[config.mk]
export PLATFORM = sky130hd
export DESIGN_NAME = apb_cmd_master
export DESIGN_NICKNAME = d
export VERILOG_FILES = /design/src/rtl/apb_cmd_pkg.sv /design/src/rtl/apb_cmd_master.sv
export SDC_FILE = /design/constraint.sdc
export NUM_CORES = 1
export LEC_CHECK = 0
export BUFFER_PORTS_ARGS = -buffer_cell sky130_fd_sc_hd__buf_2
export CAP_MARGIN = 20
export CORE_MARGIN = 4
export CORE_UTILIZATION = 47
export DETAILED_ROUTE_END_ITERATION = 8
export GPL_TIMING_DRIVEN = 0
export HOLD_SLACK_MARGIN = 0.1
export PLACE_DENSITY_LB_ADDON = 0.25
export SLEW_MARGIN = 15
export SYNTH_ARGS = -nofsm -noshare
export SYNTH_HDL_FRONTEND = slang
export SYNTH_SLANG_ARGS = --single-unit
[constraint.sdc]
create_clock -name clk -period 2 [get_ports clk]
set_input_delay 0.3 -clock clk [delete_from_list [all_inputs] [get_ports clk]]
set_output_delay 0.3 -clock clk [all_outputs]
set_load 0.01 [all_outputs]
[src/rtl/apb_cmd_pkg.sv]
// rtl/apb_cmd_pkg.sv - shared types and command header layout for apb_cmd_master
package apb_cmd_pkg;

    // Controller states: command fetch (IDLE/DATA), APB phases, response push
    typedef enum logic [2:0] {
        ST_IDLE   = 3'd0,
        ST_DATA   = 3'd1,
        ST_SETUP  = 3'd2,
        ST_ACCESS = 3'd3,
        ST_RESP   = 3'd4
    } state_t;

    // Header word layout
    localparam int CMD_WR_BIT   = 31;
    localparam int CMD_ADDR_MSB = 15;
    localparam int CMD_ADDR_LSB = 2;

    // Response word returned when a read never sees pready
    localparam logic [31:0] DEFAULT_ERR_WORD = 32'hDEAD_BEEF;

endpackage

[src/rtl/apb_cmd_master.sv]
// rtl/apb_cmd_master.sv - FIFO-command-driven APB initiator with read responses and timeout
module apb_cmd_master
    import apb_cmd_pkg::*;
#(
    parameter int          ADDR_W   = 40,
    parameter int          TIMEOUT  = 255,
    parameter logic [31:0] ERR_WORD = DEFAULT_ERR_WORD
) (
    input  logic              clk,
    input  logic              reset,
    input  logic [31:0]       cmd_data,
    input  logic              cmd_empty,
    output logic              cmd_rd_en,
    output logic [31:0]       rsp_data,
    output logic              rsp_wr_en,
    input  logic              rsp_full,
    output logic              psel,
    output logic              penable,
    output logic              pwrite,
    output logic [ADDR_W-1:0] paddr,
    output logic [31:0]       pwdata,
    input  logic [31:0]       prdata,
    input  logic              pready,
    output logic              busy,
    output logic              err,
    input  logic              err_clr
);

    // Last wait-counter value before the abort fires; ACCESS then lasts TIMEOUT cycles
    localparam logic [15:0] TIMEOUT_CNT = 16'(TIMEOUT - 1);

    state_t              r_state;
    state_t              w_next_state;
    logic                w_pop;
    logic                w_timeout;
    logic [15:0]         r_wait_cnt;
    logic                r_psel;
    logic                r_penable;
    logic                r_pwrite;
    logic [ADDR_W-1:0]   r_paddr;
    logic [31:0]         r_pwdata;
    logic [31:0]         r_rsp_data;
    logic                r_rsp_wr_en;
    logic                r_err;
    logic                w_unused_hdr_bits;

    // Header bits outside the write flag and word address carry no meaning
    assign w_unused_hdr_bits = ^{cmd_data[30:CMD_ADDR_MSB+1], cmd_data[CMD_ADDR_LSB-1:0]};

    // Next-state, FIFO pop and timeout decode
    always_comb begin
        w_next_state = r_state;
        w_pop        = 1'b0;
        w_timeout    = 1'b0;
        case (r_state)
            ST_IDLE: begin
                w_pop = !cmd_empty;
                if (w_pop) begin
                    w_next_state = cmd_data[CMD_WR_BIT] ? ST_DATA : ST_SETUP;
                end
            end
            ST_DATA: begin
                w_pop = !cmd_empty;
                if (w_pop) begin
                    w_next_state = ST_SETUP;
                end
            end
            ST_SETUP: begin
                w_next_state = ST_ACCESS;
            end
            ST_ACCESS: begin
                if (pready) begin
                    w_next_state = r_pwrite ? ST_IDLE : ST_RESP;
                end else if (r_wait_cnt == TIMEOUT_CNT) begin
                    w_timeout    = 1'b1;
                    w_next_state = r_pwrite ? ST_IDLE : ST_RESP;
                end
            end
            ST_RESP: begin
                // The push pulse is already on the bus this cycle, so the word is delivered
                if (r_rsp_wr_en) begin
                    w_next_state = ST_IDLE;
                end
            end
            default: begin
                w_next_state = ST_IDLE;
            end
        endcase
    end

    // State register
    always_ff @(posedge clk) begin
        if (reset) begin
            r_state <= ST_IDLE;
        end else begin
            r_state <= w_next_state;
        end
    end

    // APB control and transfer attributes, registered from the upcoming state
    always_ff @(posedge clk) begin
        if (reset) begin
            r_psel    <= 1'b0;
            r_penable <= 1'b0;
            r_pwrite  <= 1'b0;
            r_paddr   <= '0;
            r_pwdata  <= '0;
        end else begin
            r_psel    <= (w_next_state == ST_SETUP) || (w_next_state == ST_ACCESS);
            r_penable <= (w_next_state == ST_ACCESS);
            if ((r_state == ST_IDLE) && w_pop) begin
                r_paddr  <= ADDR_W'({cmd_data[CMD_ADDR_MSB:CMD_ADDR_LSB], 2'b00});
                r_pwrite <= cmd_data[CMD_WR_BIT];
            end
            if ((r_state == ST_DATA) && w_pop) begin
                r_pwdata <= cmd_data;
            end
        end
    end

    // Wait counter: zeroed going into SETUP, counts ACCESS cycles without pready
    always_ff @(posedge clk) begin
        if (reset) begin
            r_wait_cnt <= '0;
        end else if (w_next_state == ST_SETUP) begin
            r_wait_cnt <= '0;
        end else if ((r_state == ST_ACCESS) && !pready) begin
            r_wait_cnt <= r_wait_cnt + 16'd1;
        end
    end

    // Read response capture and push; the push is decided one cycle ahead so it is a register
    always_ff @(posedge clk) begin
        if (reset) begin
            r_rsp_data  <= '0;
            r_rsp_wr_en <= 1'b0;
        end else begin
            if ((r_state == ST_ACCESS) && !r_pwrite) begin
                if (pready) begin
                    r_rsp_data <= prdata;
                end else if (w_timeout) begin
                    r_rsp_data <= ERR_WORD;
                end
            end
            r_rsp_wr_en <= (w_next_state == ST_RESP) && !rsp_full;
        end
    end

    // Sticky timeout flag; a new timeout takes priority over a clear
    always_ff @(posedge clk) begin
        if (reset) begin
            r_err <= 1'b0;
        end else if (w_timeout) begin
            r_err <= 1'b1;
        end else if (err_clr) begin
            r_err <= 1'b0;
        end
    end

    assign cmd_rd_en = w_pop && !reset;
    assign psel      = r_psel;
    assign penable   = r_penable;
    assign pwrite    = r_pwrite;
    assign paddr     = r_paddr;
    assign pwdata    = r_pwdata;
    assign rsp_data  = r_rsp_data;
    assign rsp_wr_en = r_rsp_wr_en;
    assign busy      = (r_state != ST_IDLE);
    assign err       = r_err;

endmodule

======== Word level (Yosys, flattened, before mapping) ========
Index checks and enable logic that the tools add are counted.
storage, ports and cells
  bits of input ports ..................... 70
  word-level logic and storage cells ...... 54
  output and inout bits ................... 111
  register bits ........................... 102
operators by class
  reduce and logical (&&, ||, !) cells .... 19
  multiplexer cells ....................... 16
  add/subtract/negate cells ............... 1
  eq/ne operators ......................... 8
operators with widths
  cell                   count
  $mux 32                2
  $mux 3                 6
  $add 16x1->16 const B  1
  $eq 16x8->1 const B    1
  $pmux 3 s5             1
  $eq 3x2->1 const B     4
  $eq 3x3->1 const B     2
  $logic_and 1x1->1      6
  $mux 1                 6
  $logic_not 1->1        5
  $reduce_bool 2->1      2
  $reduce_or 2->1        2
  $eq 3x1->1 const B     1
  $logic_not 3->1        1
  $reduce_bool 3->1      1
  $mux 2                 1
  $reduce_and 2->1       1
  $logic_or 1x1->1       1

======== Longest topological paths before layout ========
  depth after elaboration ................. 6
  depth in mapped cells ................... 7
  depth with buffers taken out ............ 6

======== Worst setup path before layout ========
OpenSTA, ideal clock, no wires.
  path type ............................... reg-to-reg
  start point ............................. register r_wait_cnt[5]
  end point ............................... register r_wait_cnt[15]
  period minus slack after synthesis ...... 1.861 ns
  library setup time ...................... 0.070 ns
  data arrival time ....................... 1.791 ns
  data required time ...................... 1.930 ns
  buffers on the path ..................... 1
  stages on the path, launching flop included .. 6
  setup slack ............................. 0.139 ns
  cells stage by stage .................... dfxtp_1 nand4_2 or4_1 buf_2 or4_1 a21oi_1
between the ends
  cells in the longest elaborated chain, start to end .. 6
  elaborated cells on any way between the ends .. 7
  classes of those cells .................. add/sub: 1; eq/ne: 2; mux: 3; reduce/logical: 1
RTL lines
  item                       line                   RTL
  start: declaration         apb_cmd_master.sv:36   logic [15:0] r_wait_cnt;
  start signal: assignment   apb_cmd_master.sv:128  r_wait_cnt <= r_wait_cnt + 16'd1;
  $eq 16x8->1                apb_cmd_master.sv:74   end else if (r_wait_cnt == TIMEOUT_CNT) begin
  $mux 3                     apb_cmd_master.sv:74
  $mux 3                     apb_cmd_master.sv:72   if (pready) begin
  $pmux 3 s5                 apb_cmd_master.sv:55   case (r_state)
  $eq 3x2->1                 apb_cmd_master.sv:125  end else if (w_next_state == ST_SETUP) begin
  $reduce_or 2->1 (no line)  n/a
Several ways; a longest one is shown, not always the timed one.
A chain may end at the register's enable or synchronous reset.

======== Worst setup path after layout ========
  start point ............................. register r_wait_cnt[6]
  end point ............................... register r_wait_cnt[15]
Same word-level chain as after synthesis.

==> impl_metrics.json <==
{
  "seq_power_share_pct": 51.4,
  "stdcell_count": 819,
  "relSlewSlack_pct": 55.7,
  "ys.flop_type": "dfxtp_1",
  "hold_viol": 0,
  "synth_area_leaders": "dfxtp_1 49%, nand2_1 9.5%, a21oi_1 7.9%, a211oi_1 4.7%, buf_4 4.7%",
  "p_leak_nw": 2.48,
  "fin_crit_sh_pct": 97.6,
  "fin_crit_ps": 1950,
  "critical_path_class": "register to register",
  "met1_usage_pct": 26.1,
  "drt_pass1_iterations": 5,
  "yosys.area_share.simple_pct": 22.3,
  "coreArea_um2": 8680,
  "reg2reg_depth": 5,
  "fin_ws_ps": 47.2,
  "ys_types": 43,
  "clkLatencyLatePin_ps": 350,
  "cts.htree.levels": 3,
  "clock_sinks": 102,
  "clk_pin_slew_worst_paths_ps": 100,
  "num_io_pins": 181,
  "synth_top_family_by_area": "simple AND/OR/NAND/NOR gates",
  "grt_pass1_vias": 3801,
  "pre_cts_ws_ps": -173,
  "initial_core_util_pct": 48.3,
  "place_hpwl_um": 8430,
  "syn_area_um2": 4190,
  "grt_max_degree": 17,
  "portBuffers": 154,
  "yosys_register_bits": 102,
  "die_w_um": 102,
  "worstPathCellList": "nand4_4, or4_1, buf_4, or4_1, a21oi_1",
  "crit_family": "simple AND/OR/NAND/NOR gates",
  "synth_area_leader_cell": "dfxtp_1",
  "dr_total_vias": 4065,
  "p_sw_share_pct": 26.7,
  "reg2reg_slack_ps": 50,
  "syn_to_final_growth_pct": 32.4,
  "rows": 34,
  "clockBufferDepth": 2,
  "synth_fa_ha_area_share_pct": 0.597,
  "arrival_ps": 2230,
  "grt-busiest-layer": "met2",
  "synth_edf_count": 0,
  "ant_nets": 0,
  "grt-ovfl-total": 0,
  "use_met3_pct": 5.39,
  "status": "finished, final reports clean",
  "path_max_fanout": 8,
  "synthMuxAreaShare_pct": 0,
  "skew_ps": 13.4,
  "die-height_um": 102,
  "timing.rr.start": "r_wait_cnt[6]",
  "drv_cap": 0,
  "holdCritStartpoint": "cmd_data[21]",
  "nets": 779,
  "grt_pass1_wl_um": 17500,
  "crit-reg2reg-capture": "r_wait_cnt[15]",
  "dpl_cell_area_um2": 5190,
  "finalPower_mw": 4.23,
  "power.density_nw_per_um2": 762,
  "yosysTopAreaCellShare_pct": 48.7,
  "synth.avg_cell_area_um2": 8.17,
  "wirelength_um": 11300,
  "place_inst": 800,
  "tns_ps": 0,
  "cp_slowest_stage_delay_ps": 530,
  "crit_cells": 5,
  "die_area_um2": 10500,
  "crit_buf_inv": 1,
  "switching_power_mw": 1.13,
  "cp-end-kind": "register",
  "met2_usage_pct": 35.0,
  "rsz0062_at_grt": "yes",
  "whs_path_depth": 3,
  "vias_per_cell": 4.96,
  "gp_congestion": 0.861,
  "crit_slowest_cell": "or4_1",
  "async_flop_share_pct": 0,
  "syn_inst": 513,
  "routedWlPerCell_um": 13.8,
  "cts_tree": "yes",
  "postCtsHoldBufs": 0,
  "cts_root_buffer": "clkbuf_8",
  "pwr-share-comb_pct": 15.5,
  "clock.fmax_mhz": 512,
  "final_cell_area_um2": 5550,
  "synth_warnings": 0,
  "grt_usage_pct": 20.7,
  "drtIter0Drc": 108,
  "synth-xor-area-share_pct": 1.67,
  "diodes": 0,
  "hold_path_class": "input port to register",
  "pwr-share-clk_pct": 33.1,
  "antenna_found_initial": 0,
  "vdd_drop_max_mv": 0.407,
  "synth-compound-area-share_pct": 16.2,
  "setup_viol": 0,
  "worstSetupStartpointType": "register",
  "route.detailed.drc": 0,
  "cts_buffers": 9,
  "required_ps": 2270,
  "drive_above_1_share_pct": 33.9,
  "hold_end": "pwdata[21]",
  "finalMaxSlewViolations": 0,
  "tightest_slew_ps": 659,
  "synth-seq-area-share_pct": 48.7,
  "worst_path_most_repeated_cell": "or4_1",
  "p_int_mw": 3.10
}
## Yosys cell counts (all sizes together), types with 8 or more instances
cell,instances
clkbuf,29
buf,31
or3b,8
nor2,34
nor2b,13
dfxtp,102
a211oi,26
a31oi,8
a21oi,66
inv,28
nand2,106
## worst max path at each step
stage | startpoint | endpoint | slack [ps]
6_report | r_wait_cnt[6] | r_wait_cnt[15] | 50
5_1_grt | r_state[2] | r_wait_cnt[13] | -8
4_1_cts | r_state[2] | rsp_data[23] | -0.4
3_5_place_dp | r_wait_cnt[8] | rsp_data[6] | -170
3_3_place_gp | r_wait_cnt[8] | rsp_data[23] | -150
2_1_floorplan | r_wait_cnt[5] | r_wait_cnt[15] | 140
## final cells by class
class	instances	area (um^2)
clock buffers	10	128
well taps	108	135
multi-input cells	348	1870
clock inverters	5	83.8
fillers	774	3130
plain buffers	60	368
inverters	28	105
flip-flops and latches	102	2060
repair buffers	158	801
## routing by layer
layer,vias up,wire (um)
met5,-,0
li1,2045,-
met3,10,835
met4,0,95
met2,125,5620
met1,1885,4720
## state kept, by name, indices dropped and copies added (netlist names)
signal / count
r_state: 3
err: 1
r_wait_cnt: 16
rsp_wr_en: 1
pwrite: 1
pwdata: 32
paddr: 14
rsp_data: 32
penable: 1
psel: 1
## power groups by stage
| stage | Clock (mW) | Combinational, mW | Sequential (mW) |
|---|---|---|---|
| global placement | 0 | 0.623 | 2.22 |
| finish | 1.40 | 0.657 | 2.17 |
| detailed placement | 0 | 0.637 | 2.22 |
| global route | 1.50 | 0.727 | 2.19 |
| floorplan | 0 | 0.334 | 2.27 |
| CTS | 1.43 | 0.645 | 2.18 |
## cell families after synthesis
family,Yosys count
AND/OR/NAND/NOR,198
buffers and inverters,88
adder cells (fa/ha/maj),2
AO/OA/AOI/OAI,114
flip-flops,102
other,1
XOR/XNOR,8
## cell usage in the layout (no fill, tap or decap), types with 2 or more instances in the layout
cell,count
nor4_1,4
buf_6,2
a31oi_1,8
bufinv_16,2
o31ai_1,2
a211oi_2,5
buf_2,155
nor4bb_1,2
or3b_2,8
or3_1,5
nand2_1,106
nand3_1,4
buf_4,31
clkbuf_2,9
o21ai_0,4
conb_1,26
clkinvlp_4,2
nor2b_1,13
xor2_1,2
inv_1,28
clkbuf_8,10
clkbuf_1,20
dfxtp_1,96
dfxtp_2,2
or4_1,2
nand2b_1,3
dfxtp_4,4
nor2_1,34
xnor2_1,6
o21a_1,2
nor3_1,3
ha_1,2
a21oi_1,65
a211oi_1,21
nand4_1,3
## worst min-delay path, stage by stage
cell and delay (ps):
buf_2 90, nand2_1 40, a21oi_1 50
## timing repair
item                                    CTS  global route
setup buffers                             2             2
gates resized for setup                  14            33
hold endpoints to repair                  0             0
endpoints found under the setup margin   75            62
pin swaps                                 2             0
## metrics by stage
| stage | util [%] | hold WS, ps |
|---|---|---|
| after global placement | 59.8 | 436 |
| after floorplan | - | 436 |
| after global routing | 63.9 | 160 |
| final | 63.9 | 179 |
| after CTS | 63.0 | 164 |
| after detailed placement | 59.8 | 444 |
Power figures use the tool's default switching activity.
